## config.mk

```make
export PLATFORM = sky130hd
export DESIGN_NAME = fp_add_prep
export DESIGN_NICKNAME = d
export VERILOG_FILES = /design/src/rtl/fp_pkg.sv /design/src/rtl/fp_classifier.sv /design/src/rtl/fp_add_prep.sv
export SDC_FILE = /design/constraint.sdc
export NUM_CORES = 1
export LEC_CHECK = 0
export CORE_ASPECT_RATIO = 1.5
export CORE_MARGIN = 2
export CORE_UTILIZATION = 45
export DETAILED_ROUTE_END_ITERATION = 10
export PLACE_DENSITY = 0.72
export SYNTH_ARGS = -nofsm -noshare
export SYNTH_HDL_FRONTEND = slang
export SYNTH_SLANG_ARGS = --single-unit
```

## constraint.sdc

```tcl
create_clock -name clk_in -period 12 [get_ports clk_in]
set_input_delay 3.6 -clock clk_in [delete_from_list [all_inputs] [get_ports clk_in]]
set_output_delay 3.6 -clock clk_in [all_outputs]
set_load 0.01 [all_outputs]
```

## src/rtl/fp_pkg.sv

```systemverilog
// Shared floating-point helpers for the adder front end: operand classes,
// canonical qNaN and field extraction for any exponent/mantissa split.
package fp_pkg;

  localparam int unsigned FP_MAX_W = 128;

  typedef logic [FP_MAX_W-1:0] fp_word_t;

  typedef enum logic [1:0] {
    FP_ZERO,
    FP_NORMAL,
    FP_INF,
    FP_NAN
  } fp_class_t;

  // Results are right-aligned in a wide word; callers size-cast to their format.
  function automatic fp_word_t fp_qnan(input int unsigned exp_w, input int unsigned man_w);
    fp_word_t r;
    r = '0;
    for (int unsigned i = 0; i < exp_w; i++) r[man_w+i] = 1'b1;
    r[man_w-1] = 1'b1;
    return r;
  endfunction

  function automatic logic fp_sign(input fp_word_t x, input int unsigned exp_w,
                                   input int unsigned man_w);
    return x[exp_w+man_w];
  endfunction

  function automatic fp_word_t fp_exp(input fp_word_t x, input int unsigned exp_w,
                                      input int unsigned man_w);
    fp_word_t r;
    r = '0;
    for (int unsigned i = 0; i < exp_w; i++) r[i] = x[man_w+i];
    return r;
  endfunction

  function automatic fp_word_t fp_mant(input fp_word_t x, input int unsigned man_w);
    fp_word_t r;
    r = '0;
    for (int unsigned i = 0; i < man_w; i++) r[i] = x[i];
    return r;
  endfunction

endpackage

```

## src/rtl/fp_classifier.sv

```systemverilog
// Combinational operand classifier; subnormals are reported as zero because
// the adder core assumes an implicit leading one.
module fp_classifier
  import fp_pkg::*;
#(
  parameter int unsigned EXP_WIDTH      = 8,
  parameter int unsigned MANTISSA_WIDTH = 23
) (
  input  logic [EXP_WIDTH+MANTISSA_WIDTH:0] operand,
  output fp_class_t                         cls
);

  logic [EXP_WIDTH-1:0]      exp_field;
  logic [MANTISSA_WIDTH-1:0] mant_field;

  assign exp_field  = EXP_WIDTH'(fp_exp(fp_word_t'(operand), EXP_WIDTH, MANTISSA_WIDTH));
  assign mant_field = MANTISSA_WIDTH'(fp_mant(fp_word_t'(operand), MANTISSA_WIDTH));

  always_comb begin
    cls = FP_NORMAL;
    if (exp_field == '0) begin
      cls = FP_ZERO;
    end else if (exp_field == '1) begin
      cls = (mant_field == '0) ? FP_INF : FP_NAN;
    end
  end

endmodule

```

## src/rtl/fp_add_prep.sv

```systemverilog
// Two-stage operand preparation ahead of the FP adder core: sign-applies
// subtraction, resolves special cases and orders operands by magnitude.
module fp_add_prep
  import fp_pkg::*;
#(
  parameter int unsigned EXP_WIDTH      = 8,
  parameter int unsigned MANTISSA_WIDTH = 23
) (
  input  logic                              clk_in,
  input  logic                              rst_in,
  input  logic                              valid_in,
  output logic                              ready_out,
  input  logic [EXP_WIDTH+MANTISSA_WIDTH:0] a_in,
  input  logic [EXP_WIDTH+MANTISSA_WIDTH:0] b_in,
  input  logic                              op_in,
  output logic                              valid_out,
  input  logic                              ready_in,
  output logic [EXP_WIDTH+MANTISSA_WIDTH:0] a_out,
  output logic [EXP_WIDTH+MANTISSA_WIDTH:0] b_out,
  output logic                              bypass_out,
  output logic [EXP_WIDTH+MANTISSA_WIDTH:0] special_out,
  output logic                              invalid_out,
  output logic [15:0]                       bypass_cnt_out
);

  localparam int unsigned W = EXP_WIDTH + MANTISSA_WIDTH + 1;

  logic         s1_valid;
  logic [W-1:0] s1_a;
  logic [W-1:0] s1_b;
  logic         s2_valid;
  logic         s1_load;
  logic         s2_load;

  fp_class_t    a_cls;
  fp_class_t    b_cls;
  logic         sign_a;
  logic         sign_b;
  logic [W-2:0] mag_a;
  logic [W-2:0] mag_b;
  logic [W-1:0] qnan;

  logic         nxt_bypass;
  logic         nxt_invalid;
  logic [W-1:0] nxt_special;
  logic         swap;

  assign s2_load   = ~s2_valid | ready_in;
  assign s1_load   = ~s1_valid | s2_load;
  assign ready_out = s1_load & ~rst_in;
  assign valid_out = s2_valid;

  fp_classifier #(
    .EXP_WIDTH     (EXP_WIDTH),
    .MANTISSA_WIDTH(MANTISSA_WIDTH)
  ) u_class_a (
    .operand(s1_a),
    .cls    (a_cls)
  );

  fp_classifier #(
    .EXP_WIDTH     (EXP_WIDTH),
    .MANTISSA_WIDTH(MANTISSA_WIDTH)
  ) u_class_b (
    .operand(s1_b),
    .cls    (b_cls)
  );

  assign sign_a = fp_sign(fp_word_t'(s1_a), EXP_WIDTH, MANTISSA_WIDTH);
  assign sign_b = fp_sign(fp_word_t'(s1_b), EXP_WIDTH, MANTISSA_WIDTH);
  assign mag_a  = s1_a[W-2:0];
  assign mag_b  = s1_b[W-2:0];
  assign qnan   = W'(fp_qnan(EXP_WIDTH, MANTISSA_WIDTH));
  assign swap   = mag_b > mag_a;

  // Priority order matters: NaN beats inf-inf, which beats any single inf.
  always_comb begin
    nxt_bypass  = 1'b1;
    nxt_invalid = 1'b0;
    nxt_special = '0;
    if (a_cls == FP_NAN || b_cls == FP_NAN) begin
      nxt_special = qnan;
      nxt_invalid = 1'b1;
    end else if (a_cls == FP_INF && b_cls == FP_INF && sign_a != sign_b) begin
      nxt_special = qnan;
      nxt_invalid = 1'b1;
    end else if (a_cls == FP_INF) begin
      nxt_special = s1_a;
    end else if (b_cls == FP_INF) begin
      nxt_special = s1_b;
    end else if (a_cls == FP_ZERO && b_cls == FP_ZERO) begin
      nxt_special = {sign_a & sign_b, {(W-1){1'b0}}};
    end else if (a_cls == FP_ZERO) begin
      nxt_special = s1_b;
    end else if (b_cls == FP_ZERO) begin
      nxt_special = s1_a;
    end else if (mag_a == mag_b && sign_a != sign_b) begin
      nxt_special = '0;
    end else begin
      nxt_bypass = 1'b0;
    end
  end

  always_ff @(posedge clk_in or posedge rst_in) begin
    if (rst_in) begin
      s1_valid <= 1'b0;
      s1_a     <= '0;
      s1_b     <= '0;
    end else if (s1_load) begin
      s1_valid <= valid_in;
      if (valid_in) begin
        s1_a <= a_in;
        s1_b <= {b_in[W-1] ^ op_in, b_in[W-2:0]};
      end
    end
  end

  always_ff @(posedge clk_in or posedge rst_in) begin
    if (rst_in) begin
      s2_valid    <= 1'b0;
      a_out       <= '0;
      b_out       <= '0;
      bypass_out  <= 1'b0;
      special_out <= '0;
      invalid_out <= 1'b0;
    end else if (s2_load) begin
      s2_valid <= s1_valid;
      if (s1_valid) begin
        a_out       <= swap ? s1_b : s1_a;
        b_out       <= swap ? s1_a : s1_b;
        bypass_out  <= nxt_bypass;
        special_out <= nxt_special;
        invalid_out <= nxt_invalid;
      end
    end
  end

  always_ff @(posedge clk_in or posedge rst_in) begin
    if (rst_in) begin
      bypass_cnt_out <= '0;
    end else if (s2_valid && ready_in && bypass_out && bypass_cnt_out != '1) begin
      bypass_cnt_out <= bypass_cnt_out + 16'd1;
    end
  end

endmodule

```

==> results of run 1 <==
-- registers in the layout, indices dropped and copies added (netlist names), 16 cells and up --
| name | cells |
|---|---|
| a_out | 32 |
| b_out | 32 |
| s1_a | 32 |
| s1_b | 32 |
| special_out | 32 |
| bypass_cnt_out | 16 |
-- worst max-delay path: cells and delay by family --
family                 cells  cell delay (ns)
buffers and inverters      2             1.03
AOI/OAI and AO/OA          1             0.14
and+or+nand+nor            1             0.06
-- power breakdown --
| group | leakage (uW) | internal [uW] | total, uW | switching [uW] |
|---|---|---|---|---|
| registers | 0.00216 | 728 | 863 | 135 |
| logic | 0.00220 | 310 | 600 | 289 |
| clock network | 0.000290 | 321 | 572 | 251 |
| total | 0.00465 | 1360 | 2040 | 676 |
-- kinds of logic (layout without fill, tap and decap cells) --
family | count (synthesis) | in the layout
compound gates | 295 | 295
simple gates | 185 | 185
flops | 180 | 180
buf+inv | 95 | 260
mux | 64 | 64
fa+ha+maj | 33 | 33
xor+xnor | 16 | 16
other cells | 0 | 1
-- worst paths after layout --
kind	from	end	slack (ns)	depth (start not counted)
setup / recovery	ready_in	ready_out	3.57	4
hold / removal	special_out[9]	special_out[9]	0.48	2
setup reg to reg	s1_a[14]	a_out[8]	8.52	9
hold reg to reg	special_out[9]	special_out[9]	0.48	2
max in group asynchronous	rst_in	a_out[21]	7.15	3
min in group asynchronous	rst_in	s1_valid	3.62	2
-- per-stage QoR --
step	cell area [um2]	setup WS (ns)	cells	total power, uW
finish	11420	3.567	1290	2036
global route	11420	3.491	1290	2141
CTS	11420	3.557	1289	2045
detailed placement	10820	3.560	1257	1472
global placement	10820	3.585	1257	1458
floorplan	8811	3.513	868	1148
-- metal layers --
layer  track usage, %  up-vias
met1            31.47     3693
met3            4.448       49
met2            42.12      283
met5                0        -
met4            9.789        0
li1                 -     3481
-- cells in the final DEF, fill, tap and decap left out, types with 17 or more instances in the layout --
cell type / n
inv_1: 33
dfrtp_1: 180
o21ai_0: 70
a22oi_1: 22
clkbuf_16: 17
a21oi_1: 79
nand4_1: 18
clkdlybuf4s50_1: 184
o21ai_1: 18
nand2_1: 43
ha_1: 33
nor2_1: 75
a31oi_1: 65
mux2_2: 64
-- cell type report --
type                            instances  share of cell area [%]
Tap cell                              256                   2.805
Sequential cell                       180                   39.44
Clock buffer                           19                   3.966
Antenna cell                            1                 0.02191
Inverter                               34                   1.161
Multi-Input combinational cell        593                   34.54
Clock inverter                         13                   1.282
Timing Repair Buffer                  194                   16.78
==> results.py, run 1 <==
metrics = {
    "outcome": {
        "status": "completed",
    },
    "synth": {
        "synth_commonest_cells": "dfrtp_1 (180), a21oi_1 (79), nor2_1 (75)",
        "yosysUniqueCellTypes": 49,
        "synth-seq-area-share_pct": 51.12,
        "synth-compound-area-share_pct": 19.99,
        "synth-edff-count": 0,
        "asyncSetResetFlopFracSynth_pct": 100.0,
        "yosys_warnings": 0,
        "post_synth_and_or_nand_nor_area_fraction_pct": 9.855,
        "syn-cell-area_um2": 8811,
        "post_synth_xor_area_fraction_pct": 1.590,
        "synth_seq_cells": 180,
        "post_synth_inst_count": 868,
        "synth_fa_ha_area_share_pct": 4.686,
        "synth_flop_cell": "dfrtp_1",
        "postSynthNetCount": 970,
        "synth_area_leaders": "dfrtp_1 (51%), mux2_2 (8.2%), ha_1 (4.7%), a31oi_1 (4.6%), a21oi_1 (4.5%)",
        "synth_top_area_cell": "dfrtp_1",
        "dominant_combinational_cell_family_by_area_after_synthesis": "compound AO/OA/AOI/OAI gates",
        "post_synth_mux_area_share_pct": 8.179,
        "yosysMostFrequentCell": "dfrtp_1",
        "yosysTopAreaCellShare_pct": 51.12,
        "synthesis.area_per_instance_um2": 10.15,
    },
    "detailed_routing": {
        "drc": 0,
        "drt_pass1_iterations": 5,
        "drt-vias-per-instance": 5.819,
        "detail_route.wirelength_um": 25490,
        "dr.first_iter.drc_count": 527,
        "routedWlPerCell_um": 19.76,
        "met3WireLength_um": 1249,
        "met2WireLength_um": 13090,
        "top_signal_layer_used": "met4",
        "num_vias": 7506,
        "detail-route-antenna-nets": 0,
        "wl_met1_um": 10550,
    },
    "clocking": {
        "tritoncts": "yes",
        "clk_latency_ns": 0.44,
        "cts_buffer_depth": 2,
        "ctsRootBufferMaster": "clkbuf_16",
        "cts.clk_slew.worst_paths_ns": 0.06,
        "cts_resized": 0,
        "clkSinkCount": 180,
        "cts_htree_levels": 4,
        "postCtsHoldBufs": 0,
        "cts.repair_timing.setup_buffer_count": 0,
        "number_of_buffers_added_by_the_clock_tree_synthesis_step": 17,
    },
    "sta": {
        "slew_limit_fails": 0,
        "hold_viol": 0,
        "maxSlewHeadroom_pct": 20.40,
        "skew_ns": 0.01346,
        "finalCritPeriodShare_pct": 70.27,
        "worst_pin_slew_ns": 1.194,
        "fin_crit_ns": 8.433,
        "grt_setup_unrepaired": "no",
        "finalSetupTns_ns": 0,
        "achievable-frequency_ghz": 0.1186,
        "setup-violations-final": 0,
        "final.hold.worst_slack_ns": 0.4773,
    },
    "worst_setup_path": {
        "worst_path_most_repeated_cell": "clkdlybuf4s50_1",
        "timing.critical_path.from_type": "primary input",
        "timing.critical_path.cells": "clkdlybuf4s50_1 -> nor2b_1 -> a21oi_1 -> clkdlybuf4s50_1",
        "worst-path-max-fanout": 3,
        "worst_setup_path_end_kind": "primary output",
        "critPathSlowestCell": "clkdlybuf4s50_1",
        "cp.arrival_ns": 4.83,
        "worst-endpoint-required_ns": 8.40,
        "category_of_the_most_critical_setup_path": "in -> out",
        "max_stage_delay_ns": 0.54,
    },
    "die": {
        "die-height_um": 175.4,
        "fp.dieW_um": 118.3,
        "start_util_pct": 45.98,
        "ios": 185,
        "cell_row_count": 62,
        "core_um2": 19160,
        "floorplan.die_area_um2": 20740,
    },
    "placed_design": {
        "dp_hpwl_um": 16820,
        "place_congestion": 0.8571,
        "io_buffer_count": 184,
    },
    "grt": {
        "grt_pass1_wl_um": 40630,
        "globalRouteOverflowTotal": 0,
        "initial_antenna_violation_count": 1,
        "grt_util_all_layers_pct": 24.83,
        "number_of_global_route_vias_before_repair": 7510,
        "maximum_number_of_pins_on_one_net_before_global_route_repair": 88,
    },
    "power": {
        "p_per_area_nw_per_um2": 178.2,
        "vdd_drop_max_mv": 0.1006,
        "power.leakage_uw": 0.004646,
    },
    "finish": {
        "fill_cells": 1651,
        "area_growth_syn_to_layout_pct": 29.62,
        "register_area_um2": 4504,
        "nNetsFinal": 1122,
        "multi_input_comb_area_um2": 3945,
        "layout_cells_sized_above_1_pct": 12.68,
        "postLayoutCoreUtil_pct": 59.61,
    },
    "hold_path": {
        "worst_hold_path_type": "reg -> reg",
    },
    "run": {
        "timing.max_cap.violations": 0,
    },
}
Note: power is estimated with default switching activity, not from simulation.
==> run 2: changes to the inputs <==
--- a/config.mk
+++ b/config.mk
@@ -9,7 +9,7 @@
 export CORE_MARGIN = 2
 export CORE_UTILIZATION = 45
 export DETAILED_ROUTE_END_ITERATION = 10
-export PLACE_DENSITY = 0.72
+export PLACE_DENSITY = 0.75
 export SYNTH_ARGS = -nofsm -noshare
 export SYNTH_HDL_FRONTEND = slang
 export SYNTH_SLANG_ARGS = --single-unit
==> constraint.sdc (replaced) <==
create_clock -name clk_in -period 7.65 [get_ports clk_in]
set_input_delay 2.295 -clock clk_in [delete_from_list [all_inputs] [get_ports clk_in]]
set_output_delay 2.295 -clock clk_in [all_outputs]
set_load 0.01 [all_outputs]
==> run 2 against run 1 <==
  * Global-route usage rose by 0.39 points
  * Clock skew decreased by 0.0021 ns
  * Via count is 0.16% higher
  * Cell count about the same
  * Register-to-register slack got worse by 4.2 ns
  * Design area is 0.44% lower
  * Sequential cell count unchanged
  * Critical path type unchanged
  * Largest power group unchanged
==> results.py, run 2 (same netlist as run 1, synthesis figures left out) <==
metrics = {
    "worst_setup_path": {
        "critPathSlowestCell": "clkdlybuf4s50_1",
        "worst-path-max-fanout": 3,
        "worst_r2r_startpoint": "s1_a[24]",
        "worst-r2r-setup-slack_ns": 4.28,
        "cp.arrival_ns": 3.53,
        "category_of_the_most_critical_setup_path": "in -> out",
        "timing.critical_path.from_type": "primary input",
        "max_stage_delay_ns": 0.55,
        "timing.critical_path.cells": "clkdlybuf4s50_1 -> nor2b_1 -> a21oi_1 -> clkdlybuf4s50_1",
        "worst-endpoint-required_ns": 5.36,
        "worst_setup_path_end_kind": "primary output",
        "worst_path_most_repeated_cell": "clkdlybuf4s50_1",
        "worst-path-buf-inv": 2,
        "crit_start": "ready_in",
        "crit_path_leading_delay_family": "buffers and inverters",
    },
    "die": {
        "ios": 185,
        "die-height_um": 175.4,
        "core_um2": 19160,
        "floorplan.die_area_um2": 20740,
        "cell_row_count": 62,
        "fp.dieW_um": 118.3,
        "start_util_pct": 45.98,
    },
    "detailed_routing": {
        "routedWlPerCell_um": 20.02,
        "drt-vias-per-instance": 5.832,
        "drt_pass1_iterations": 5,
        "detail-route-antenna-nets": 0,
        "num_vias": 7518,
        "dr.first_iter.drc_count": 591,
        "drc": 0,
        "detail_route.wirelength_um": 25810,
    },
    "placed_design": {
        "dp_hpwl_um": 17020,
        "dp.cells": 1257,
        "place_congestion": 0.8396,
        "io_buffer_count": 184,
    },
    "clocking": {
        "ctsRootBufferMaster": "clkbuf_16",
        "cts_buffer_depth": 2,
        "cts.repair_timing.setup_buffer_count": 0,
        "cts.clk_slew.worst_paths_ns": 0.06,
        "number_of_buffers_added_by_the_clock_tree_synthesis_step": 17,
        "cts_htree_levels": 4,
        "clkSinkCount": 180,
        "postCtsHoldBufs": 0,
        "cts_resized": 0,
        "tritoncts": "yes",
        "clk_latency_ns": 0.43,
    },
    "grt": {
        "globalRouteOverflowTotal": 0,
        "initial_antenna_violation_count": 0,
        "grt_pass1_wl_um": 41420,
        "number_of_global_route_vias_before_repair": 7475,
        "maximum_number_of_pins_on_one_net_before_global_route_repair": 88,
        "grt_util_all_layers_pct": 25.22,
    },
    "finish": {
        "layout_common_cells": "clkdlybuf4s50_1 (184), dfrtp_1 (180), a21oi_1 (79)",
        "area_growth_syn_to_layout_pct": 29.05,
        "layout_cells_sized_above_1_pct": 12.49,
        "insertedDiodeCount": 0,
        "final_common_cell": "clkdlybuf4s50_1",
        "finish.cell_count_without_fillers": 1289,
        "nNetsFinal": 1122,
        "fill_cells": 1651,
    },
    "sta": {
        "achievable-frequency_ghz": 0.1717,
        "fin_crit_ns": 5.825,
        "slew_limit_fails": 0,
        "grt_setup_unrepaired": "no",
        "skew_ns": 0.01132,
        "finalSetupTns_ns": 0,
        "worst_pin_slew_ns": 1.187,
        "finalCritPeriodShare_pct": 76.15,
        "hold_viol": 0,
        "maxSlewHeadroom_pct": 20.87,
        "setup-violations-final": 0,
    },
    "run": {
        "timing.max_cap.violations": 0,
    },
    "hold_path": {
        "worst_hold_path_type": "reg -> reg",
        "hold_path_startpoint": "special_out[9]",
    },
    "power": {
        "p_seq_share_pct": 43.2,
        "power_switching_share_pct": 34.38,
        "power_report.internal_total_uw": 2059,
        "power_frac_comb_pct": 30.1,
        "clkPwrFrac_pct": 26.7,
        "p_per_area_nw_per_um2": 275.9,
        "power.leakage_uw": 0.004627,
        "sw_power_uw": 1078,
        "vdd_drop_max_mv": 0.1622,
    },
    "outcome": {
        "status": "completed",
    },
}
[run 2: cell count changes in the layout (fill, tap and decap cells not counted), moves of 2 or more]
cell        delta
bufinv_16      -2
clkbuf_1       +2
clkbuf_8       -2
clkinv_2       -2
clkinv_4       +2
clkinvlp_4     -2
inv_6          +2
inv_8          +2
[run 2: worst register-to-register path, stage by stage, from the launching register on]
cell and delay [ns]:
dfrtp_1 0.51, inv_1 0.08, ha_1 0.32, nand4_1 0.13, nor4_1 0.50, nor2b_1 0.33, o21a_2 0.99, o21ai_0 0.26
a21oi_1 0.17
[run 2: worst paths after layout]
kind,depth (start not counted),to
max in group asynchronous,3,s1_a[8]
setup reg to reg,8,b_out[27]
min in group asynchronous,2,a_out[0]
setup / recovery,4,ready_out
hold reg to reg,2,special_out[9]
hold / removal,2,special_out[9]
[run 2: power by group through the flow]
stage,Sequential [uW],Combinational (uW),Clock [uW]
2_1_floorplan,1360,438,0
3_3_place_gp,1370,921,0
3_5_place_dp,1370,943,0
4_1_cts,1350,950,850
5_1_grt,1380,1040,894
6_report,1360,943,838
[run 2: area by class of cell]
cell class                      instances  area, um2  area share [%]
Sequential cell                       180       4504           39.61
Multi-Input combinational cell        593       3945           34.69
Clock buffer                           19      432.9           3.807
Tap cell                              256      320.3           2.817
Inverter                               34      132.6           1.166
Timing Repair Buffer                  194       1917           16.86
Clock inverter                         13      118.9           1.045
[run 2: per-layer routing]
| metal | vias to the layer above | part of all wire, % | GRT usage [%] |
|---|---|---|---|
| li1 | 3465 | - | - |
| met1 | 3697 | 41 | 31.59 |
| met2 | 306 | 52 | 43.95 |
| met3 | 50 | 5.6 | 3.799 |
| met4 | 0 | 2.3 | 9.438 |
| met5 | - | 0 | 0 |
[run 2: stage by stage]
step           hold slack (ns)  utilization, %  power (uW)  instance area (um2)  worst slack (ns)
3_3_place_gp            0.4628           56.46        2288                10820             1.837
4_1_cts                 0.4834           59.34        3152                11370             1.816
3_5_place_dp            0.4684           56.46        2312                10820             1.820
6_report                0.4827           59.34        3137                11370             1.825
5_1_grt                 0.5010           59.34        3310                11370             1.743
2_1_floorplan           0.4926               -        1800                 8811            0.4680
